`config.mk`:
```
export PLATFORM = sky130hd
export DESIGN_NAME = deperforator_flat
export DESIGN_NICKNAME = d
export VERILOG_FILES = /design/src/rtl/deperforator_pkg.sv /design/src/rtl/deperforator_if.sv /design/src/rtl/deperf_pattern_rom.sv /design/src/rtl/deperforator.sv /design/src/flat_wrapper.sv
export SDC_FILE = /design/constraint.sdc
export NUM_CORES = 1
export LEC_CHECK = 0
export CAP_MARGIN = 30
export CORE_MARGIN = 2
export CORE_UTILIZATION = 45
export CTS_CLUSTER_SIZE = 12
export DETAILED_ROUTE_END_ITERATION = 12
export GPL_ROUTABILITY_DRIVEN = 0
export GPL_TIMING_DRIVEN = 0
export PLACE_DENSITY_LB_ADDON = 0.1
export SYNTH_ARGS = -nofsm -noshare
export SYNTH_HDL_FRONTEND = slang
export SYNTH_SLANG_ARGS = --single-unit
```
`constraint.sdc`:
```
create_clock -name clk -period 2.6 [get_ports clk]
set_input_delay 0.52 -clock clk [delete_from_list [all_inputs] [get_ports clk]]
set_output_delay 0.52 -clock clk [all_outputs]
set_load 0.01 [all_outputs]
```
`src/rtl/deperforator_pkg.sv`:
```
// Shared rate encodings, puncture patterns and FSM state type for the deperforator.
package deperforator_pkg;

    typedef enum logic [1:0] {
        RATE_1_2 = 2'd0,
        RATE_2_3 = 2'd1,
        RATE_3_4 = 2'd2,
        RATE_7_8 = 2'd3
    } rate_e;

    typedef enum logic [1:0] {
        WAIT_X = 2'd0,
        WAIT_Y = 2'd1,
        SKIP   = 2'd2
    } state_e;

    // Puncture masks, bit c = column c, 1 = transmitted. Entry order is 7/8, 3/4, 2/3, 1/2.
    localparam logic [3:0][6:0] X_MASK = {7'b1010001, 7'b0000101, 7'b0000001, 7'b0000001};
    localparam logic [3:0][6:0] Y_MASK = {7'b0101111, 7'b0000011, 7'b0000011, 7'b0000001};

    // Symbols per puncture period.
    function automatic logic [3:0] rate_period(rate_e r);
        case (r)
            RATE_1_2: return 4'd2;
            RATE_2_3: return 4'd3;
            RATE_3_4: return 4'd4;
            default:  return 4'd8;
        endcase
    endfunction

    // Columns per puncture period.
    function automatic logic [2:0] rate_cols(rate_e r);
        case (r)
            RATE_1_2: return 3'd1;
            RATE_2_3: return 3'd2;
            RATE_3_4: return 3'd3;
            default:  return 3'd7;
        endcase
    endfunction

    // Column index 7 never exists, so the padded top bit reads as not transmitted.
    function automatic logic col_x_tx(rate_e r, logic [2:0] c);
        logic [7:0] m;
        m = {1'b0, X_MASK[r]};
        return m[c];
    endfunction

    function automatic logic col_y_tx(rate_e r, logic [2:0] c);
        logic [7:0] m;
        m = {1'b0, Y_MASK[r]};
        return m[c];
    endfunction

    // (ph + 1) mod P; correct even if ph came from a longer period before a rate change.
    function automatic logic [2:0] phase_next(rate_e r, logic [2:0] ph);
        logic [3:0] v;
        v = {1'b0, ph} + 4'd1;
        case (r)
            RATE_1_2: return {2'b00, v[0]};
            RATE_2_3: return 3'(v % 4'd3);
            RATE_3_4: return {1'b0, v[1:0]};
            default:  return v[2:0];
        endcase
    endfunction

endpackage

```
`src/rtl/deperforator_if.sv`:
```
// Symbol-in / pair-out bundle between the sync finder path and the deperforator.
interface deperforator_if import deperforator_pkg::*; #(parameter int LLR_WIDTH = 4);
    rate_e                        i_code_rate;
    logic                         i_next_st;
    logic                         i_vld;
    logic signed [LLR_WIDTH-1:0]  i_llr;
    logic                         o_vld;
    logic signed [LLR_WIDTH-1:0]  o_llr_x;
    logic signed [LLR_WIDTH-1:0]  o_llr_y;
    logic                         o_erase_x;
    logic                         o_erase_y;
    logic [2:0]                   o_phase;

    modport master (output i_code_rate, i_next_st, i_vld, i_llr,
                    input  o_vld, o_llr_x, o_llr_y, o_erase_x, o_erase_y, o_phase);
    modport slave  (input  i_code_rate, i_next_st, i_vld, i_llr,
                    output o_vld, o_llr_x, o_llr_y, o_erase_x, o_erase_y, o_phase);
endinterface

```
`src/rtl/deperf_pattern_rom.sv`:
```
// Combinational puncture pattern lookup: (rate, column) -> transmitted flags and wrap marker.
module deperf_pattern_rom import deperforator_pkg::*; (
    input  rate_e      rate,
    input  logic [2:0] col,
    output logic       x_tx,
    output logic       y_tx,
    output logic       last_col
);
    assign x_tx     = col_x_tx(rate, col);
    assign y_tx     = col_y_tx(rate, col);
    assign last_col = (col == rate_cols(rate) - 3'd1);
endmodule

```
`src/rtl/deperforator.sv`:
```
// Depunctures received soft symbols into (X,Y) pairs with zero erasures; kicks slip alignment.
module deperforator import deperforator_pkg::*; #(parameter int LLR_WIDTH = 4) (
    input  logic           clk,
    input  logic           reset_n,
    deperforator_if.slave  bus
);
    state_e                      state, state_d, ent_st;
    logic [2:0]                  col, col_d, ent_col;
    logic signed [LLR_WIDTH-1:0] x_q, x_d;
    rate_e                       rate_q, rate_d, rate_cur, rate_ent;
    logic                        armed;
    logic [2:0]                  phase, phase_d;
    logic                        cur_x, cur_y, cur_last;
    logic                        emit, pex, pey;
    logic signed [LLR_WIDTH-1:0] px, py;
    logic                        ov, oex, oey;
    logic signed [LLR_WIDTH-1:0] ox, oy;

    // Until the first clock after reset the rate follows the input, which latches it at release.
    assign rate_cur = armed ? rate_q : bus.i_code_rate;
    assign rate_ent = bus.i_next_st ? bus.i_code_rate : rate_cur;
    assign ent_col  = (bus.i_next_st || state == SKIP || cur_last) ? 3'd0 : col + 3'd1;
    assign ent_st   = col_x_tx(rate_ent, ent_col) ? WAIT_X : WAIT_Y;

    deperf_pattern_rom u_rom (
        .rate     (rate_cur),
        .col      (col),
        .x_tx     (cur_x),
        .y_tx     (cur_y),
        .last_col (cur_last)
    );

    // Next-state: kick realigns to column 0, otherwise capture X/Y and emit on column completion.
    always_comb begin
        state_d = state;
        col_d   = col;
        x_d     = x_q;
        rate_d  = rate_cur;
        phase_d = phase;
        emit    = 1'b0;
        px      = '0;
        py      = '0;
        pex     = 1'b0;
        pey     = 1'b0;
        if (bus.i_next_st) begin
            rate_d  = bus.i_code_rate;
            phase_d = phase_next(bus.i_code_rate, phase);
            col_d   = 3'd0;
            x_d     = '0;
            state_d = bus.i_vld ? ent_st : SKIP;
        end else if (bus.i_vld) begin
            case (state)
                WAIT_X: begin
                    if (cur_y) begin
                        x_d     = bus.i_llr;
                        state_d = WAIT_Y;
                    end else begin
                        emit    = 1'b1;
                        px      = bus.i_llr;
                        pey     = 1'b1;
                        col_d   = ent_col;
                        state_d = ent_st;
                    end
                end
                WAIT_Y: begin
                    emit    = 1'b1;
                    px      = cur_x ? x_q : '0;
                    pex     = !cur_x;
                    py      = bus.i_llr;
                    col_d   = ent_col;
                    state_d = ent_st;
                end
                SKIP: begin
                    col_d   = 3'd0;
                    state_d = ent_st;
                end
                default: state_d = WAIT_X;
            endcase
        end
    end

    // FSM, column pointer, partial X, latched rate and slip phase.
    always_ff @(posedge clk or negedge reset_n) begin
        if (!reset_n) begin
            state  <= WAIT_X;
            col    <= 3'd0;
            x_q    <= '0;
            rate_q <= RATE_1_2;
            armed  <= 1'b0;
            phase  <= 3'd0;
        end else begin
            state  <= state_d;
            col    <= col_d;
            x_q    <= x_d;
            rate_q <= rate_d;
            armed  <= 1'b1;
            phase  <= phase_d;
        end
    end

    // Output pair register: pulse valid, data holds until the next pair.
    always_ff @(posedge clk or negedge reset_n) begin
        if (!reset_n) begin
            ov  <= 1'b0;
            ox  <= '0;
            oy  <= '0;
            oex <= 1'b0;
            oey <= 1'b0;
        end else begin
            ov <= emit;
            if (emit) begin
                ox  <= px;
                oy  <= py;
                oex <= pex;
                oey <= pey;
            end
        end
    end

    assign bus.o_vld     = ov;
    assign bus.o_llr_x   = ox;
    assign bus.o_llr_y   = oy;
    assign bus.o_erase_x = oex;
    assign bus.o_erase_y = oey;
    assign bus.o_phase   = phase;
endmodule

```
`src/flat_wrapper.sv`:
```
// flat-port wrapper written by rule: the top's interface ports become plain ports
module deperforator_flat import deperforator_pkg::*;
#(parameter int LLR_WIDTH = 4)
  (clk, reset_n, bus_i_code_rate, bus_i_next_st, bus_i_vld, bus_i_llr, bus_o_vld, bus_o_llr_x, bus_o_llr_y, bus_o_erase_x, bus_o_erase_y, bus_o_phase);
  deperforator_if #(.LLR_WIDTH(LLR_WIDTH)) bus_i ();
  input  logic clk;
  input  logic reset_n;
  input wire logic [$bits(bus_i.i_code_rate)-1:0] bus_i_code_rate;
  input wire logic [$bits(bus_i.i_next_st)-1:0] bus_i_next_st;
  input wire logic [$bits(bus_i.i_vld)-1:0] bus_i_vld;
  input wire logic [$bits(bus_i.i_llr)-1:0] bus_i_llr;
  output wire logic [$bits(bus_i.o_vld)-1:0] bus_o_vld;
  output wire logic [$bits(bus_i.o_llr_x)-1:0] bus_o_llr_x;
  output wire logic [$bits(bus_i.o_llr_y)-1:0] bus_o_llr_y;
  output wire logic [$bits(bus_i.o_erase_x)-1:0] bus_o_erase_x;
  output wire logic [$bits(bus_i.o_erase_y)-1:0] bus_o_erase_y;
  output wire logic [$bits(bus_i.o_phase)-1:0] bus_o_phase;
  assign bus_i.i_code_rate = bus_i_code_rate;
  assign bus_i.i_next_st = bus_i_next_st;
  assign bus_i.i_vld = bus_i_vld;
  assign bus_i.i_llr = bus_i_llr;
  assign bus_o_vld = bus_i.o_vld;
  assign bus_o_llr_x = bus_i.o_llr_x;
  assign bus_o_llr_y = bus_i.o_llr_y;
  assign bus_o_erase_x = bus_i.o_erase_x;
  assign bus_o_erase_y = bus_i.o_erase_y;
  assign bus_o_phase = bus_i.o_phase;
  deperforator #(.LLR_WIDTH(LLR_WIDTH)) u_core (.clk(clk), .reset_n(reset_n), .bus(bus_i));
endmodule
```
Yosys cells after proc, flatten, opt, wreduce, memory -nomap -nowiden --
Cells that the tools add are included.
Storage, ports and cells: register bits 26, output and inout bits 14
Cells by class: add/sub/neg operators 3, div/mod/pow operators 1, magnitude comparators 4, equal/unequal tests 8, mux-type cells 49, reduce and logical (&&, ||, !) cells 13
Operators by type and width (count):
- $mux 4 | 11
- $bmux 7 s2 | 3
- $pmux 3 s3 | 3
- $mux 7 | 3
- $mux 1 | 13
- $mux 2 | 6
- $mux 3 | 4
- $bmux 1 s3 | 3
- $lt 3x4->1 const B | 2
- $pmux 4 s2 | 1
- $eq 2x1->1 const B | 3
- $eq 2x2->1 const B | 3
- $logic_not 2->1 | 3
- $lt 2x3->1 const B | 2
- $reduce_and 3->1 | 2
- $reduce_bool 2->1 | 3
- $add 3x1->4 const B | 1
- $mod 4x2->4 const B | 1
- $pmux 2 s2 | 1
- $reduce_bool 4->1 | 1
- $add 3x1->3 const B | 1
- $eq 3x3->1 | 1
- $ne 3x3->1 const B | 1
- $sub 3x1->3 const B | 1
- 4 further kinds | 5

Longest topological paths before layout --
depth after elaboration 14, mapped depth 14

Cells and area by module --
Synthesis repeated with hierarchy kept, for this count alone.
Second synthesis, totals: cell total of the unflattened synthesis 167, area total of the unflattened synthesis 1552.7 um2
Modules (own cells, without submodules):
- deperforator | instances 1, cells an instance 152, area each 1468.9 um2
- deperf_pattern_rom | instances 1, cells an instance 15, area each 83.8 um2

Worst setup path after synthesis --
Ideal clock, no wire load.
path type flip-flop to flip-flop, start point register u_core.phase[0], in the netlist u_core.bus.o_phase[0], end point register u_core.phase[1], in the netlist u_core.bus.o_phase[1], library setup time 0.118 ns, data arrival time 2.694 ns, setup slack -0.212 ns, stages on the path, launching flop included 15, cells stage by stage dfrtp_1 -> ha_1 -> nor2b_1 -> a21oi_1 -> inv_1 -> ha_1 -> inv_1 -> ha_1 -> o21ai_0 -> xnor2_1 -> ha_1 -> a211oi_1 -> o21ai_0 -> a41o_1 -> a21o_1
On the way: longest elaborated chain between the ends 3
Ends and longest elaborated chain:
- start, declared | RTL line deperforator.sv:12 | logic [2:0] phase, phase_d;
- start signal, assigned | RTL line deperforator.sv:97 | phase <= phase_d;
- $add 3x1->4 * | RTL line deperforator_pkg.sv:57 | v = {1'b0, ph} + 4'd1;
- $mod 4x2->4 | RTL line deperforator_pkg.sv:60 | RATE_2_3: return 3'(v % 4'd3);
- $pmux 3 s3 * | RTL line deperforator_pkg.sv:58 | case (r)
Mark *: on every way between the ends. The rest lies on a longest branch, timed or not. A chain may end at the register's enable or synchronous reset.

Final worst setup path --
start point register u_core.phase[1], in the netlist u_core.bus.o_phase[1], end point register u_core.phase[1], in the netlist u_core.bus.o_phase[1]
Same word-level chain as after synthesis.

==> flow_metrics.py <==
metrics = {
    "outcome": {
        "outcome": "complete, no violations",
    },
    "worst_setup_path": {
        "crit_type": "reg2reg",
        "critPathMaxStageDelay_ps": 440,
        "slowest_stage": "dfrtp_2",
        "cp-end-kind": "register",
        "cp_data_required_time_ps": 2780,
        "cp_max_fo": 4,
        "critPathLaunchType": "register",
        "critPathArrivalTime_ps": 2710,
        "path_cells": "ha_4 > nor2b_4 > a21oi_2 > inv_1 > ha_2 > inv_2 > ha_4 > o21ai_2 > xnor2_2 > ha_2 > a211oi_2 > o21ai_2 > a41o_1 > a21o_1",
    },
    "floorplanning": {
        "die_area_um2": 4440,
        "ios": 24,
        "num_rows": 22,
        "die_h_um": 66.7,
        "core-area_um2": 3720,
        "start_util_pct": 47.5,
        "die_w_um": 66.7,
    },
    "detailed_routing": {
        "wl_per_cell_um": 15.8,
        "totalWireLength_mm": 4.18,
        "first_pass_iters": 4,
        "drc": 0,
        "vias_per_cell": 5.63,
        "num_vias": 1491,
        "drt_iter0_markers": 82,
        "postRouteAntennaNets": 0,
    },
    "synth": {
        "synth_area_leader_cell": "dfrtp_1",
        "yosys-top-cells-area": "dfrtp_1 37%, ha_1 7.1%, inv_1 3.0%, nor2_1 2.8%, buf_6 2.5%",
        "synth_common_cells": "26 x dfrtp_1, 14 x inv_1, 13 x nor2_1",
        "yosysUniqueCellTypes": 56,
        "syn_area_per_cell_um2": 9.81,
        "yosysMostFrequentCell": "dfrtp_1",
        "synth.ff_latch_count": 26,
        "yosys_warnings": 0,
        "netlist_area_um2": 1770,
        "synth-main-ff-cell": "dfrtp_1",
        "synth_top_area_share_pct": 36.8,
        "ys_seq_area_share_pct": 36.8,
        "synth_edf_count": 0,
        "synthArstFlopShare_pct": 100,
        "netlist_instances": 180,
        "syn_nets": 200,
    },
    "placement": {
        "hpwlAfterDp_mm": 3.13,
        "portBuffers": 23,
        "placedCellCount": 252,
        "pre_cts_slack_ps": -271,
    },
    "clock_network": {
        "clk_latency_ps": 280,
        "cts_made_buffers": 3,
        "clock-sinks": 26,
        "htree_levels": 1,
        "clk_pin_slew_ps": 90,
        "clockRootBuffer": "clkbuf_8",
        "cts_tree": "done",
        "clock_path_buffers": 2,
    },
    "global_routing": {
        "overflow": 0,
        "grt_usage_pct": 20.4,
        "antenna_found_initial": 0,
        "grt_pass1_wl_mm": 6.98,
        "grt_pass1_vias": 1521,
        "grt_max_degree": 22,
    },
    "power_and_ir_drop": {
        "p_comb_share_pct": 58.8,
        "ir_drop_mv": 0.578,
        "switchingPower_mw": 0.856,
        "switching_share_pct": 36.8,
        "power_mw": 2.33,
        "p_int_mw": 1.47,
        "p_seq_share_pct": 26.6,
        "powerDensity_nw_per_um2": 1010,
        "pwr-share-clk_pct": 14.5,
        "leakage_nw": 1.02,
    },
    "flow_run": {
        "maxCapViolations": 0,
    },
    "layout": {
        "multiInputGateArea_um2": 1080,
        "drive_above_1_share_pct": 23.0,
        "num_antenna_cells": 0,
        "instances_no_fill": 265,
        "nets": 238,
        "fill_cells": 324,
        "seqCellArea_um2": 653,
        "area_growth_pct": 30.3,
    },
    "timing": {
        "drv_slew": 0,
        "clock.fmax_mhz": 394,
        "final-setup-viol-count": 0,
        "tightest_slew_ps": 549,
        "rsz0062_at_grt": "true",
        "finalCritPeriodShare_pct": 97.6,
        "hold_violations": 0,
        "relSlewSlack_pct": 63.1,
        "finalWorstSetupSlack_ps": 62.8,
        "fin_skew_ps": 7.08,
        "finalCriticalPeriod_ps": 2540,
    },
    "min_path": {
        "hp-class": "reg2reg",
    },
}
metal layers:
metal	part of all wire, %	global-route usage (%)	wire length (um)
met4	1.6	5.36	68
met2	48	34.3	2010
met3	2.1	2.03	88
met5	0	0	0
met1	48	27.9	2020
critical path, delay by kind of cell (launching register included):
family          cells  cell delay [ps]
simple gates        1              130
xor+xnor            1              150
fa+ha+maj           4              680
buf+inv             2              120
compound gates      6              910
flops               1              440
final cells by class:
| class | instances | share of cell area, % |
|---|---|---|
| clock buffer | 3 | 1.79 |
| tap | 48 | 2.61 |
| buffer | 5 | 2.55 |
| timing repair buffer | 33 | 14.1 |
| clock inverter | 1 | 1.30 |
| sequential | 26 | 28.4 |
| multi-input combinational | 134 | 46.8 |
| inverter | 15 | 2.45 |
timing repair:
item / 4_1_cts / 5_1_grt
hold buffers: 0 / 0
pin swaps: 4 / 5
endpoints found under the setup margin: 3 / 3
setup buffers: 8 / 1
hold endpoints to repair: 0 / 0
gates resized for setup: 5 / 7
flip-flops by register name (all words and copies together), names as in the netlist:
name	flops
u_core.bus.o_erase_x	1
u_core.bus.o_llr_y	4
u_core.bus.o_vld	1
u_core.bus.o_erase_y	1
u_core.armed	1
u_core.x_q	4
u_core.rate_q	2
u_core.bus.o_llr_x	4
u_core.state	2
u_core.col	3
u_core.bus.o_phase	3
placed cells by master (no fill, tap or decap), types with 3 or more instances in the layout:
cell and instances:
a21oi_1 4, dfrtp_1 24, nand2_1 12, buf_4 9
o22ai_1 4, a2bb2oi_1 5, o21ai_2 3, xnor2_1 3
inv_1 13, mux2_2 3, buf_6 4, nor2_1 13
nor3_1 3, nor2b_1 5, clkbuf_8 4, mux2i_1 4
a22o_1 4, nand3_1 8, ha_1 5, ha_4 3
clkdlybuf4s50_1 23, o21ai_0 6
final timing paths:
check	end	from	slack, ps	cells past startpoint
max	u_core.bus.o_phase[1]$_DFFE_PN0P_	u_core.bus.o_phase[1]$_DFFE_PN0P_	60	14
max reg2reg	u_core.bus.o_phase[1]$_DFFE_PN0P_	u_core.bus.o_phase[1]$_DFFE_PN0P_	60	14
min in group asynchronous	u_core.armed$_DFF_PN0_	reset_n	530	1
min	u_core.bus.o_erase_x$_DFFE_PN0P_	u_core.bus.o_erase_x$_DFFE_PN0P_	490	1
max in group asynchronous	u_core.bus.o_phase[1]$_DFFE_PN0P_	reset_n	1620	2
min reg2reg	u_core.bus.o_erase_x$_DFFE_PN0P_	u_core.bus.o_erase_x$_DFFE_PN0P_	490	1
power groups by stage:
stage | clock network [mW] | registers [mW] | logic, mW
global route | 0.362 | 0.640 | 1.48
finish | 0.338 | 0.620 | 1.37
floorplan | 0 | 0.664 | 0.624
detailed placement | 0 | 0.637 | 1.03
CTS | 0.341 | 0.621 | 1.23
global placement | 0 | 0.629 | 0.989
cell families after synthesis:
| kind of cell | after synthesis | share of synthesized area, % |
|---|---|---|
| XOR/XNOR | 5 | 2.48 |
| other | 1 | 0.212 |
| multiplexers | 9 | 6.23 |
| adder cells (fa/ha/maj) | 10 | 7.08 |
| flip-flops | 26 | 36.8 |
| buffers and inverters | 20 | 6.51 |
| AND/OR/NAND/NOR | 57 | 17.4 |
| AO/OA/AOI/OAI | 52 | 23.2 |
per-stage QoR:
| step | TNS [ps] | utilization [%] | area, um^2 | hold slack [ps] |
|---|---|---|---|---|
| CTS | 0 | 60.8 | 2260 | 488 |
| floorplan | 0 | - | 1800 | 224 |
| finish | 0 | 62.0 | 2300 | 485 |
| global placement | -248 | 56.2 | 2090 | 462 |
| detailed placement | -646 | 56.9 | 2110 | 469 |
| global route | -14.2 | 62.0 | 2300 | 527 |
Note: power is estimated with default switching activity, not from simulation.
